$ cat src/rtl/fetch_pkg.sv
// Shared defaults and the queued entry layout for the fetch front end.
package fetch_pkg;

  localparam int unsigned FETCH_ADDR_W = 32;
  localparam int unsigned FETCH_DATA_W = 16;
  localparam logic [FETCH_ADDR_W-1:0] FETCH_RESET_INDEX = '0;

  typedef struct packed {
    logic [FETCH_ADDR_W-1:0] index;
    logic [FETCH_DATA_W-1:0] data;
  } fetch_entry_t;

endpackage

$ cat src/rtl/fetch_if.sv
// Fetch queue bus: redirect input, icache read port and decode handshake.
interface fetch_if
  import fetch_pkg::*;
#(
  parameter int unsigned ADDR_W = FETCH_ADDR_W,
  parameter int unsigned DATA_W = FETCH_DATA_W,
  parameter int unsigned DEPTH  = 4
);

  localparam int unsigned CNT_W = $clog2(DEPTH + 1);

  logic              redirect_valid;
  logic [ADDR_W-1:0] redirect_index;
  logic [ADDR_W-1:0] icache_index;
  logic              icache_not_enable;
  logic [DATA_W-1:0] icache_data;
  logic              instr_valid;
  logic [DATA_W-1:0] instr_data;
  logic [ADDR_W-1:0] instr_index;
  logic              instr_ready;
  logic [CNT_W-1:0]  fifo_count;

  modport master (
    input  redirect_valid, redirect_index, icache_data, instr_ready,
    output icache_index, icache_not_enable, instr_valid, instr_data, instr_index, fifo_count
  );

  modport slave (
    output redirect_valid, redirect_index, icache_data, instr_ready,
    input  icache_index, icache_not_enable, instr_valid, instr_data, instr_index, fifo_count
  );

endinterface

$ cat src/rtl/fetch_fifo.sv
// Synchronous FIFO with flush; pointers wrap modulo DEPTH so any DEPTH works.
module fetch_fifo #(
  parameter int unsigned DEPTH = 4,
  parameter int unsigned WIDTH = 48
) (
  input  logic                         clk,
  input  logic                         rst,
  input  logic                         push,
  input  logic [WIDTH-1:0]             push_data,
  input  logic                         pop,
  input  logic                         flush,
  output logic [WIDTH-1:0]             head_data,
  output logic                         head_valid,
  output logic [$clog2(DEPTH+1)-1:0]   count
);

  localparam int unsigned PTR_W = (DEPTH > 1) ? $clog2(DEPTH) : 1;
  localparam int unsigned CNT_W = $clog2(DEPTH + 1);

  logic [WIDTH-1:0] mem [DEPTH];
  logic [PTR_W-1:0] rd_ptr, rd_ptr_nxt;
  logic [PTR_W-1:0] wr_ptr, wr_ptr_nxt;
  logic [CNT_W-1:0] count_nxt;

  function automatic logic [PTR_W-1:0] ptr_inc(input logic [PTR_W-1:0] p);
    return (p == PTR_W'(DEPTH - 1)) ? '0 : p + PTR_W'(1);
  endfunction

  always_ff @(posedge clk or posedge rst) begin
    if (rst) begin
      rd_ptr <= '0;
      wr_ptr <= '0;
      count  <= '0;
    end else begin
      rd_ptr <= rd_ptr_nxt;
      wr_ptr <= wr_ptr_nxt;
      count  <= count_nxt;
    end
  end

  // Flush wins over any simultaneous push or pop.
  always_comb begin
    rd_ptr_nxt = rd_ptr;
    wr_ptr_nxt = wr_ptr;
    count_nxt  = count;
    if (flush) begin
      rd_ptr_nxt = '0;
      wr_ptr_nxt = '0;
      count_nxt  = '0;
    end else begin
      if (push) wr_ptr_nxt = ptr_inc(wr_ptr);
      if (pop)  rd_ptr_nxt = ptr_inc(rd_ptr);
      if (push && !pop)      count_nxt = count + CNT_W'(1);
      else if (pop && !push) count_nxt = count - CNT_W'(1);
    end
  end

  always_ff @(posedge clk) begin
    if (push && !flush) mem[wr_ptr] <= push_data;
  end

  assign head_data  = mem[rd_ptr];
  assign head_valid = (count != '0);

endmodule

$ cat src/rtl/fetch_queue.sv
// Fetch index owner: issues icache reads under a FIFO credit limit and
// queues returned halfwords for decode, with redirect flush.
module fetch_queue
  import fetch_pkg::*;
#(
  parameter int unsigned       ADDR_W      = FETCH_ADDR_W,
  parameter int unsigned       DATA_W      = FETCH_DATA_W,
  parameter int unsigned       DEPTH       = 4,
  parameter logic [ADDR_W-1:0] RESET_INDEX = ADDR_W'(FETCH_RESET_INDEX)
) (
  input logic     clk,
  input logic     rst,
  fetch_if.master bus
);

  localparam int unsigned CNT_W   = $clog2(DEPTH + 1);
  localparam int unsigned ENTRY_W = ADDR_W + DATA_W;

  logic [ADDR_W-1:0]  fetch_index, fetch_index_nxt;
  logic [ADDR_W-1:0]  inflight_index, inflight_index_nxt;
  logic               inflight, inflight_nxt;
  logic               issue, push, pop;
  logic               head_valid, instr_valid_c;
  logic [CNT_W-1:0]   count;
  logic [ENTRY_W-1:0] head_entry;

  always_ff @(posedge clk or posedge rst) begin
    if (rst) begin
      fetch_index    <= RESET_INDEX;
      inflight_index <= '0;
      inflight       <= 1'b0;
    end else begin
      fetch_index    <= fetch_index_nxt;
      inflight_index <= inflight_index_nxt;
      inflight       <= inflight_nxt;
    end
  end

  // Credit counts queued plus in-flight entries so a returning read always has a slot.
  always_comb begin
    issue = !rst && !bus.redirect_valid
            && ((32'(count) + 32'(inflight)) < DEPTH);
    push  = inflight && !bus.redirect_valid;

    fetch_index_nxt    = fetch_index;
    inflight_index_nxt = inflight_index;
    inflight_nxt       = issue;
    if (bus.redirect_valid) begin
      fetch_index_nxt = bus.redirect_index;
    end else if (issue) begin
      fetch_index_nxt    = fetch_index + ADDR_W'(1);
      inflight_index_nxt = fetch_index;
    end
  end

  fetch_fifo #(
    .DEPTH (DEPTH),
    .WIDTH (ENTRY_W)
  ) u_fifo (
    .clk        (clk),
    .rst        (rst),
    .push       (push),
    .push_data  ({inflight_index, bus.icache_data}),
    .pop        (pop),
    .flush      (bus.redirect_valid),
    .head_data  (head_entry),
    .head_valid (head_valid),
    .count      (count)
  );

  assign instr_valid_c         = head_valid && !bus.redirect_valid;
  assign pop                   = instr_valid_c && bus.instr_ready;

  assign bus.icache_index      = fetch_index;
  assign bus.icache_not_enable = !issue;
  assign bus.instr_valid       = instr_valid_c;
  assign bus.instr_index       = head_entry[ENTRY_W-1 -: ADDR_W];
  assign bus.instr_data        = head_entry[DATA_W-1:0];
  assign bus.fifo_count        = count;

endmodule

$ cat src/flat_wrapper.sv
// flat-port wrapper written by rule: the top's interface ports become plain ports
module fetch_queue_flat import fetch_pkg::*;
#(
  parameter int unsigned       ADDR_W      = FETCH_ADDR_W,
  parameter int unsigned       DATA_W      = FETCH_DATA_W,
  parameter int unsigned       DEPTH       = 4,
  parameter logic [ADDR_W-1:0] RESET_INDEX = ADDR_W'(FETCH_RESET_INDEX)
)
  (clk, rst, bus_redirect_valid, bus_redirect_index, bus_icache_data, bus_instr_ready, bus_icache_index, bus_icache_not_enable, bus_instr_valid, bus_instr_data, bus_instr_index, bus_fifo_count);
  fetch_if #(.ADDR_W(ADDR_W), .DATA_W(DATA_W), .DEPTH(DEPTH)) bus_i ();
  input logic clk;
  input logic rst;
  input wire logic [$bits(bus_i.redirect_valid)-1:0] bus_redirect_valid;
  input wire logic [$bits(bus_i.redirect_index)-1:0] bus_redirect_index;
  input wire logic [$bits(bus_i.icache_data)-1:0] bus_icache_data;
  input wire logic [$bits(bus_i.instr_ready)-1:0] bus_instr_ready;
  output wire logic [$bits(bus_i.icache_index)-1:0] bus_icache_index;
  output wire logic [$bits(bus_i.icache_not_enable)-1:0] bus_icache_not_enable;
  output wire logic [$bits(bus_i.instr_valid)-1:0] bus_instr_valid;
  output wire logic [$bits(bus_i.instr_data)-1:0] bus_instr_data;
  output wire logic [$bits(bus_i.instr_index)-1:0] bus_instr_index;
  output wire logic [$bits(bus_i.fifo_count)-1:0] bus_fifo_count;
  assign bus_i.redirect_valid = bus_redirect_valid;
  assign bus_i.redirect_index = bus_redirect_index;
  assign bus_i.icache_data = bus_icache_data;
  assign bus_i.instr_ready = bus_instr_ready;
  assign bus_icache_index = bus_i.icache_index;
  assign bus_icache_not_enable = bus_i.icache_not_enable;
  assign bus_instr_valid = bus_i.instr_valid;
  assign bus_instr_data = bus_i.instr_data;
  assign bus_instr_index = bus_i.instr_index;
  assign bus_fifo_count = bus_i.fifo_count;
  fetch_queue #(.ADDR_W(ADDR_W), .DATA_W(DATA_W), .DEPTH(DEPTH), .RESET_INDEX(RESET_INDEX)) u_core (.clk(clk), .rst(rst), .bus(bus_i));
endmodule
$ cat config.mk
export PLATFORM = sky130hd
export DESIGN_NAME = fetch_queue_flat
export DESIGN_NICKNAME = d
export VERILOG_FILES = /design/src/rtl/fetch_pkg.sv /design/src/rtl/fetch_if.sv /design/src/rtl/fetch_fifo.sv /design/src/rtl/fetch_queue.sv /design/src/flat_wrapper.sv
export SDC_FILE = /design/constraint.sdc
export NUM_CORES = 1
export LEC_CHECK = 0
export BUFFER_PORTS_ARGS = -buffer_cell sky130_fd_sc_hd__buf_4
export CORE_AREA = 3 3 163 165
export CTS_CLUSTER_DIAMETER = 150
export DETAILED_ROUTE_END_ITERATION = 10
export DIE_AREA = 0 0 166 168
export HOLD_SLACK_MARGIN = 0.1
export PLACE_DENSITY = 0.72
export SLEW_MARGIN = 30
export SYNTH_ARGS = -nofsm -noshare
export SYNTH_HDL_FRONTEND = slang
export SYNTH_SLANG_ARGS = --single-unit
$ cat constraint.sdc
create_clock -name clk -period 2.35 [get_ports clk]
set_input_delay 0.3525 -clock clk [delete_from_list [all_inputs] [get_ports clk]]
set_output_delay 0.3525 -clock clk [all_outputs]
set_load 0.1 [all_outputs]
* Word level (Yosys, flattened, before mapping)
Memory sizes are Yosys's and may differ from the RTL's.
Index checks and enable logic that the tools add are counted.
** Operators by class
- Add/sub/neg operators :: 6
- Magnitude comparators :: 1
- Equality and inequality tests :: 2
- Muxes and demuxes :: 13
- Bitwise logic cells :: 1
- Reductions and logical operators :: 19
** Operators by type and width (number)
- 32-bit two-way mux :: 2
- 32-bit by 1-bit adder with 32-bit output, second input constant :: 1
- 32-bit by 3-bit less-than comparator with 1-bit output, second input constant :: 1
- 2-bit two-way mux :: 6
- 3-bit two-way mux :: 3
- 1-bit logical AND :: 8
- 2-bit nonzero test :: 3
- 3-bit nonzero test :: 2
- 1-bit logical NOT :: 5
- 2-bit by 1-bit adder with 2-bit output, second input constant :: 2
- 3-bit by 1-bit adder with 4-bit output :: 1
- 2-bit equality test, second input constant :: 2
- 3-bit by 1-bit adder with 3-bit output, second input constant :: 1
- 3-bit by 1-bit subtractor with 3-bit output, second input constant :: 1
- 1-bit two-way mux :: 2
- 2-bit AND reduction :: 1
- 1-bit NOT :: 1
** Storage, ports and cells
- Flip-flop bits (word level) :: 72
- RAM bits :: 192
- Bits of input ports :: 52
- Output and inout port bits :: 85
- Memories :: 1
** Memories
- u_core.u_fifo.mem :: depth 4, bits a word 48, rd ports 1, clocked after Yosys merged registers in 0, wr ports 1, line fetch_fifo.sv:20 : logic [WIDTH-1:0] mem [DEPTH];

* Depth between registers and ports, before layout
Gate-level depths: netlist of the first run.
- Word-level depth :: 7
- Depth in mapped cells :: 10

* Hierarchy
From an unflattened synthesis of the first run, not the netlist that was laid out.
** Second synthesis, totals
- Cell total of the unflattened synthesis :: 664
- Area, all modules :: 10625.2 sq um
** By module, submodules not included
- fetch_fifo :: times used 1, cells each 299, area an instance 7440.9 sq um, seq. area each 5940.7 sq um
- fetch_queue :: times used 1, cells each 365, area an instance 3184.3 sq um, seq. area each 1626.6 sq um

* Worst setup path after synthesis of the first run
OpenSTA, ideal clock, no wires.
- Path kind :: register -> output
- From :: register u_core.u_fifo.count[0]
- To :: output bus_icache_not_enable
- Arrival :: 2.733 ns
- Data required time :: 1.997 ns
- Setup slack :: -0.736 ns
- Stages on the path, launching flop included :: 6
- Path buffers :: 3
- Path through :: dfrtp_1 and3_1 or4_1 buf_2 clkbuf_1 buf_1
** On the way
- Longest elaborated chain between the ends :: 4
** RTL lines
- from (decl) :: line fetch_fifo.sv:14 : output logic [$clog2(DEPTH+1)-1:0] count
- from (signal assigned) :: line fetch_fifo.sv:37 : count <= count_nxt;
- 3-bit by 1-bit adder with 4-bit output :: line fetch_queue.sv:42 : && ((32'(count) + 32'(inflight)) < DEPTH);
- 32-bit by 3-bit less-than comparator with 1-bit output :: line fetch_queue.sv:42
- 1-bit logical AND :: line fetch_queue.sv:42
- 1-bit logical NOT :: line fetch_queue.sv:75 : assign bus.icache_not_enable = !issue;
- to (decl) :: line flat_wrapper.sv:18 : output wire logic [$bits(bus_i.icache_not_enable)-1:0] bus_icache_not_enable;
Every way passes these cells.

* Worst setup path after layout of the first run
- From :: register u_core.u_fifo.rd_ptr[0]
- To :: output bus_instr_index[15]
** On the way
- Longest elaborated chain between the ends :: 1
** RTL lines
- from (decl) :: line fetch_fifo.sv:21 : logic [PTR_W-1:0] rd_ptr, rd_ptr_nxt;
- from (signal assigned) :: line fetch_fifo.sv:35 : rd_ptr <= rd_ptr_nxt;
- memory 4 x 48 bit
- to (decl) :: line flat_wrapper.sv:21 : output wire logic [$bits(bus_i.instr_index)-1:0] bus_instr_index;
Every way passes these cells.

==> results of run 1 <==
-- synthesized netlist by cell type (3+ instances only) --
cell,count,area (µm²)
buf_2,6,30.0
o221ai_1,3,26.3
nand4_1,14,87.6
or4_1,4,30.0
xor2_1,5,43.8
edfxtp_1,192,5770
nor4_1,4,25.0
o311ai_0,8,70.1
nand2_1,142,533
inv_1,10,37.5
mux4_2,48,1080
clkbuf_1,20,75.1
a221o_1,3,30.0
nor3_1,7,35.0
or3_1,3,18.8
a21oi_1,5,25.0
dfrtp_1,72,1800
and3_1,5,31.3
a31oi_1,5,31.3
buf_1,8,30.0
ha_1,6,75.1
o211ai_1,11,82.6
and2_1,7,43.8
o21ai_0,24,120
nor2_1,17,63.8
nand3_1,21,105
nor2b_1,3,18.8
-- metal layers --
| layer | vias up | part of all wire | wire length (µm) | track usage |
|---|---|---|---|---|
| li1 | 3026 | - | - | - |
| met1 | 3370 | 0.42 | 10900 | 0.259 |
| met2 | 277 | 0.48 | 12500 | 0.296 |
| met3 | 39 | 0.077 | 1990 | 0.0418 |
| met4 | 0 | 0.020 | 529 | 0.0459 |
| met5 | - | 0 | 0 | 0 |
-- final cells by class --
| cell class | count | share of cell area |
|---|---|---|
| clock inverter | 14 | 0.0101 |
| multi-input combinational | 366 | 0.198 |
| inverter | 11 | 0.00311 |
| timing repair buffer | 226 | 0.169 |
| sequential | 264 | 0.541 |
| tap | 330 | 0.0294 |
| clock buffer | 33 | 0.0496 |
-- sequential cells by signal, indices dropped and copies added (netlist names) --
register                 cells
u_core.u_fifo.rd_ptr         2
u_core.u_fifo.mem          192
u_core.u_fifo.wr_ptr         2
u_core.u_fifo.count          3
u_core.inflight              1
u_core.inflight_index       32
u_core.bus.icache_index     32
-- final timing paths --
kind	slack (ns)	endpoint	cells after the start
worst max-delay path	-0.08	bus_instr_index[15]	4
worst min register to register	0.51	u_core.u_fifo.mem[1][21]	0
min in group asynchronous	0.49	u_core.bus.icache_index[30]	4
worst min-delay path	0.24	u_core.u_fifo.count[2]	4
worst max register to register	0.10	u_core.bus.icache_index[12]	7
max in group asynchronous	1.41	u_core.u_fifo.rd_ptr[0]	4
-- where the power goes --
part	internal, W	switching [W]	leakage (nW)	total (W)
sequential	0.00545	0.000355	2.61	0.00580
combinational	0.00124	0.00263	2.27	0.00387
clock	0.00242	0.00167	0.410	0.00409
-- per-stage QoR --
step	TNS [ns]	cells	cell area, µm²
6_report	-1.81	1244	14100
5_1_grt	-4.30	1244	14100
4_1_cts	-2.90	1241	14000
3_5_place_dp	0	1135	12200
3_3_place_gp	0	1135	12200
2_1_floorplan	0	677	10600
-- cells by family (layout without fill, tap and decap cells) --
kind of cell / Yosys count / count (layout) / share of synthesized area
DFF: 264 / 264 / 0.718
and+or+nand+nor: 237 / 237 / 0.102
AOI/OAI and AO/OA: 66 / 66 / 0.0418
muxes: 50 / 50 / 0.105
buffers and inverters: 47 / 284 / 0.0190
adders and majority gates: 7 / 7 / 0.00902
xor gates and xnor gates: 6 / 6 / 0.00499
-- timing repair --
action                                  CTS  global route
endpoints found under the hold margin   168             0
buffers inserted                          6             1
hold buffers                             49             0
endpoints found under the setup margin   49            48
gates resized for setup                  72             7
pin swaps                                 0             0
gates cloned                              4             2
-- critical path, cell delays in order, from the launching register on --
cell	delay, ns
dfrtp_4	0.51
buf_12	0.15
buf_12	0.13
mux4_2	0.56
buf_12	0.19
==> metrics.txt, run 1 <==
status=finished with violations; failing checks=negative setup slack; syn avg cell area=around 16 µm²; DRC=0; placement row count=58; area delta synth->final=33.5%; clock latency at the later pin of the worst-skew pair=approximately 0.53 ns; Final GP Congestion=around 0.83; htree depth=1; Yosys reg bits=264; core area=between 0.02 and 0.03 mm²; clk buf depth=3; layout cells sized above 1=0.334; cell area after synthesis=approximately 0.011 mm²; clock sink count=264; crit path time final=between 2 and 2.5 ns; Distinct cells, synth=45; total congestion overflow=0; Critical Path RT=2.00 ns; Fillers=1934; setup violators final=46; via density per instance=between 5 and 6; startpoint types=register; register area share after synthesis=0.718; number of synthesized flops with an enable pin=roughly 190; Vias=between 6000 and 7000; Starting DRT DRC Count=roughly 670; post-layout util=0.559; CP Launch Point=u_core.u_fifo.rd_ptr[0]; number of diodes=0; commonest non-fill, non-tap cell in the layout=edfxtp_1; Critical R2R Launch=u_core.u_fifo.count[1]; register area=roughly 0.0076 mm²; Top Ports=around 140; period utilization=1.03; Port Buffers=roughly 140; largest vdd supply drop=approximately 590 µV; largest net degree at the start of global routing=slightly below 50; Worst EP arrival=approximately 2.1 ns; die height=about 170 µm; GRT Overall Usage=0.184; antenna violations before repair=0; Setup CP Type=register to primary output; drt pass-1 iters=7; ANT nets after route=0; initial core utilization=0.418; Die Area=around 0.028 mm²; setup slack after layout=-0.0811 ns; CTS tree=built; HPWL Detailed=15600 µm; FFs w/ async S/R, synth=0.273; RSZ-0062 raised after global routing=true; CTS buffer count=27; area of the multi-input gates=around 0.0028 mm²; Chip Width=approximately 170 µm; PD cells=around 980 mW/mm²; ys flop type=edfxtp_1; Overall Power=~0.014 W; Nets=between 900 and 1000; pre-CTS WS=0.0574 ns; Worst Tran Pin Value=0.907 ns; Slew HR=0.393; Synth Net Count=between 700 and 800; Final Hold Viols=0; CP Capture Type=primary output; first-pass GRT wire length=around 40000 µm; Synth Warn #=0; Hold Startpoint=bus_instr_ready; CTS Root Cell=clkbuf_16; Hold WS=approximately 0.24 ns; Worst Hold Class=input pin to register; crit path max fanout=7; WL/cell=between 20 and 25 µm; max cap viols=0; clk_skew=0.00881 ns; vias in the first global route=about 6800; leakage=about 5.3 nW; f_max=between 400 and 500 MHz; synthesized instance count=677; DRT Wirelength=about 26000 µm; commonest non-fill, non-tap cells in the layout=edfxtp_1 (192), nand2_1 (142), buf_4 (108), dlygate4sd3_1 (49), mux4_2 (48); clock-pin slew on the worst setup and hold paths=0.06 ns; Max Slew Vio Count=0
Power figures use the tool's default switching activity.
==> run 2: changes to the inputs <==
--- a/config.mk
+++ b/config.mk
@@ -11,7 +11,6 @@
 export DETAILED_ROUTE_END_ITERATION = 10
 export DIE_AREA = 0 0 166 168
 export HOLD_SLACK_MARGIN = 0.1
-export PLACE_DENSITY = 0.72
 export SLEW_MARGIN = 30
 export SYNTH_ARGS = -nofsm -noshare
 export SYNTH_HDL_FRONTEND = slang
==> metrics.txt, run 2 (synthesis results as in run 1) <==
layout cells sized above 1=0.351; vias in the first global route=around 7000; GRT Overall Usage=0.178; DRC=0; startpoint types=register; via density per instance=between 5 and 6; htree depth=1; Most flops, register=u_core.u_fifo.mem; core area=approximately 0.025 mm²; Top Ports=~140; Starting DRT DRC Count=around 750; antenna violations before repair=0; leakage=about 5.3 nW; Die Area=~0.028 mm²; Final GP Congestion=between 0.8 and 0.9; clock latency at the later pin of the worst-skew pair=0.52 ns; failing checks=negative setup slack; Non-Filler Cell Area, Final=between 0.01 and 0.015 mm²; setup violators final=3; clk buf depth=3; commonest non-fill, non-tap cells in the layout=edfxtp_1 (192), nand2_1 (142), buf_4 (115), mux4_2 (48); max reg flops=192; clock sink count=264; largest net degree at the start of global routing=49; Slew HR=0.332; max cap viols=0; crit path time final=approximately 2.4 ns; setup TNS=-0.0148 ns; first-pass GRT wire length=between 30000 and 40000 µm; Vias=6759; Setup CP Type=register to primary output; dpl cells=~1100; setup slack after layout=-0.00959 ns; Worst Tran Pin Value=around 1.0 ns; largest vdd supply drop=509 µV; Chip Width=around 170 µm; HPWL Detailed=~16000 µm; crit path max fanout=5; total congestion overflow=0; PD cells=989 mW/mm²; commonest non-fill, non-tap cell in the layout=edfxtp_1; RSZ-0062 raised after global routing=true; CTS buffer count=27; f_max=about 420 MHz; clock-pin slew on the worst setup and hold paths=~0.06 ns; Non-Filler Instances=1250; placement row count=a little under 60; ANT nets after route=0; period utilization=1.00; Area after DPL=0.0122 mm²; die height=roughly 170 µm; number of diodes=0; Worst Hold Class=input pin to register; WL/cell=21.3 µm; Port Buffers=~140; CTS Root Cell=clkbuf_16; status=finished with violations; drt pass-1 iters=5; Nets=~960; post-layout util=0.563; Final Hold Viols=0; CTS tree=built; Worst EP arrival=2.01 ns; CP Capture Type=primary output; clk_skew=around 0.013 ns; DRT Wirelength=roughly 27000 µm; Max Slew Vio Count=0; Critical Path RT=roughly 2 ns; initial core utilization=0.418; area delta synth->final=34.5%
## run 2: cell count changes in the layout (fill, tap and decap cells not counted), sizes merged
| cell | before | now |
|---|---|---|
| bufbuf | 2 | 1 |
| clkinv | 12 | 9 |
| inv | 9 | 11 |
| buf | 173 | 179 |
| dlygate4sd3 | 49 | 43 |
| clkbuf | 35 | 43 |
## run 2: path summary, 6_finish.rpt
path	startpoint	slack, ns	cells past startpoint	end
max in group asynchronous	rst	1.28	4	u_core.bus.icache_index[2]
hold / removal	bus_redirect_index[20]	0.14	3	u_core.bus.icache_index[20]
min in group asynchronous	rst	0.43	3	u_core.u_fifo.count[0]
setup / recovery	u_core.u_fifo.rd_ptr[0]	-0.01	4	bus_instr_index[27]
hold reg to reg	u_core.inflight_index[22]	0.52	0	u_core.u_fifo.mem[1][38]
setup reg to reg	u_core.u_fifo.count[1]	0.07	7	u_core.bus.icache_index[4]
## run 2: metal layers
metal  vias to the layer above  GRT usage  share of wire
li1                       3023          -              -
met1                      3429      0.247           0.43
met2                       280      0.302           0.49
met3                        27     0.0350          0.067
met4                         0     0.0278          0.012
met5                         -          0              0
## run 2: report_power, final
group          leakage, nW  internal [W]  switching [W]
Combinational         2.29       0.00124        0.00264
Clock                0.451       0.00262        0.00170
Sequential            2.61       0.00544       0.000358
Total                 5.35       0.00930        0.00471
## run 2: cell type report
type	instances	area, µm²
Clock buffer	36	769
Clock inverter	13	143
Fill cell	1974	11000
Inverter	11	42.5
Multi-Input combinational cell	366	2790
Sequential cell	264	7610
Tap cell	330	413
Timing Repair Buffer	230	2400
## run 2: critical path: stages, from the launching register on
cell,delay (ns)
dfrtp_4,0.44
buf_6,0.15
buf_12,0.15
mux4_2,0.56
buf_12,0.19
## run 2: metrics by stage
stage	hold WS [ns]	power, W	setup slack, ns
5_1_grt	0.108	0.0145	-0.0506
3_5_place_dp	0.421	0.00928	0.0507
2_1_floorplan	0.451	0.00838	0.0161
3_3_place_gp	0.402	0.00921	0.152
6_report	0.138	0.0140	-0.00959
4_1_cts	0.108	0.0138	-0.0408
## run 2: what timing repair did
action | CTS | global route
gates cloned | 1 | 9
setup buffers | 0 | 15
pin swaps | 0 | 1
hold endpoints to repair | 108 | 0
hold buffers | 43 | 0
gates resized for setup | 35 | 39
setup endpoints to repair | 39 | 50
==> run 3: changes to the inputs <==
--- a/config.mk
+++ b/config.mk
@@ -5,12 +5,15 @@
 export SDC_FILE = /design/constraint.sdc
 export NUM_CORES = 1
 export LEC_CHECK = 0
+export ABC_CLOCK_PERIOD_IN_PS = 2350
 export BUFFER_PORTS_ARGS = -buffer_cell sky130_fd_sc_hd__buf_4
-export CORE_AREA = 3 3 163 165
+export CORE_AREA = 3 3 147 149
 export CTS_CLUSTER_DIAMETER = 150
 export DETAILED_ROUTE_END_ITERATION = 10
-export DIE_AREA = 0 0 166 168
+export DIE_AREA = 0 0 150 152
+export GPL_TIMING_DRIVEN = 0
 export HOLD_SLACK_MARGIN = 0.1
+export PLACE_DENSITY = 0.75
 export SLEW_MARGIN = 30
 export SYNTH_ARGS = -nofsm -noshare
 export SYNTH_HDL_FRONTEND = slang
==> metrics.txt, run 3 (synthesis results as in run 1) <==
CTS buffer count=27; WL/cell=approximately 22 µm; CTS tree=built; via density per instance=5.69; PD cells=between 900 and 1000 mW/mm²; GRT Overall Usage=0.223; htree depth=1; Non-Filler Instances=~1200; period utilization=1.01; area delta synth->final=31.4%; crit path time final=between 2 and 2.5 ns; setup slack after layout=-0.0121 ns; clock latency at the later pin of the worst-skew pair=~0.52 ns; failing checks=negative setup slack; initial core utilization=0.519; drt pass-1 iters=5; DRT Wirelength=25600 µm; vias in the first global route=about 6900; Non-Filler Cell Area, Final=around 0.014 mm²; max cap viols=0; DRC=0; layout cells sized above 1=0.329; Final Hold Viols=0; Setup CP Type=register to primary output; Chip Width=about 150 µm; Top Ports=137; Critical Path RT=2.00 ns; setup violators final=6; Hold Startpoint=bus_redirect_index[4]; Starting DRT DRC Count=664; startpoint types=register; crit path max fanout=5; CP Launch Point=u_core.u_fifo.rd_ptr[0]; largest net degree at the start of global routing=39; Hold WS=approximately 0.11 ns; CTS Root Cell=clkbuf_16; Worst Tran Pin Value=0.715 ns; Nets=957; Critical R2R Launch=u_core.inflight; ANT nets after route=0; commonest non-fill, non-tap cells in the layout=edfxtp_1 (192), nand2_1 (142), buf_4 (94), buf_6 (50), mux4_2 (48); setup TNS=-0.0423 ns; clk buf depth=3; post-layout util=0.682; die height=about 150 µm; largest vdd supply drop=roughly 550 µV; first-pass GRT wire length=39600 µm; CP Capture Type=primary output; max reg flops=~190; Die Area=~0.023 mm²; Slew HR=0.519; Most flops, register=u_core.u_fifo.mem; dpl cells=~1100; HPWL Detailed=~16000 µm; Final GP Congestion=about 0.85; Worst EP arrival=about 2 ns; Area after DPL=roughly 0.012 mm²; placement row count=52; Vias=roughly 6800; RSZ-0062 raised after global routing=true; clk_skew=0.0126 ns; commonest non-fill, non-tap cell in the layout=edfxtp_1; core area=0.0203 mm²; status=finished with violations; clock sink count=264; antenna violations before repair=1; clock-pin slew on the worst setup and hold paths=0.06 ns; total congestion overflow=0; Worst Hold Class=input pin to register; leakage=approximately 5.2 nW; Port Buffers=around 140; f_max=between 400 and 500 MHz; Max Slew Vio Count=0
-- run 3: repair_timing --
action                     4_1_cts  5_1_grt
setup buffers                    2        4
setup endpoints to repair       49       52
gates cloned                     0        3
hold buffers                    45        0
gates resized for setup         38       64
pin swaps                        0        0
hold endpoints to repair       126        0
-- run 3: final timing paths --
kind,endpoint,slack [ns],cells after the start
setup / recovery,bus_instr_index[6],-0.01,4
hold / removal,u_core.bus.icache_index[4],0.11,3
setup reg to reg,u_core.bus.icache_index[19],0.10,8
hold reg to reg,u_core.u_fifo.mem[3][29],0.52,0
max in group asynchronous,u_core.bus.icache_index[2],1.33,4
min in group asynchronous,u_core.u_fifo.wr_ptr[0],0.43,3
-- run 3: where the power goes --
group / internal [W] / switching (W) / total, W
logic: 0.00113 / 0.00261 / 0.00374
clock network: 0.00253 / 0.00168 / 0.00421
registers: 0.00544 / 0.000345 / 0.00579
total: 0.00910 / 0.00463 / 0.0137
-- run 3: metal layers --
| layer | global-route usage | vias up | wire, µm |
|---|---|---|---|
| met5 | 0 | - | 0 |
| met4 | 0.0536 | 0 | 457 |
| met3 | 0.0405 | 32 | 1900 |
| met2 | 0.370 | 287 | 13000 |
| met1 | 0.312 | 3409 | 10300 |
| li1 | - | 3033 | - |
-- run 3: layout make-up --
type                    instances  area, µm²
flip-flops and latches        264       7600
fillers                      1386       6450
multi-input cells             366       2810
repair buffers                195       1900
clock buffers                  34        732
well taps                     270        338
plain buffers                  33        263
clock inverters                15        154
inverters                      11       45.0
diodes                          1       2.50
-- run 3: stage by stage --
step / setup WS [ns] / total power, W
final: -0.0121 / 0.0137
after global routing: -0.0646 / 0.0142
after CTS: -0.0664 / 0.0135
after detailed placement: -0.246 / 0.00922
after global placement: -1.22 / 0.00916
after floorplan: 0.0161 / 0.00838
-- run 3: critical path: stages, from the launching register on --
cell and delay, ns:
dfrtp_4 0.42, buf_4 0.18, clkbuf_16 0.17, mux4_2 0.52, buf_6 0.20
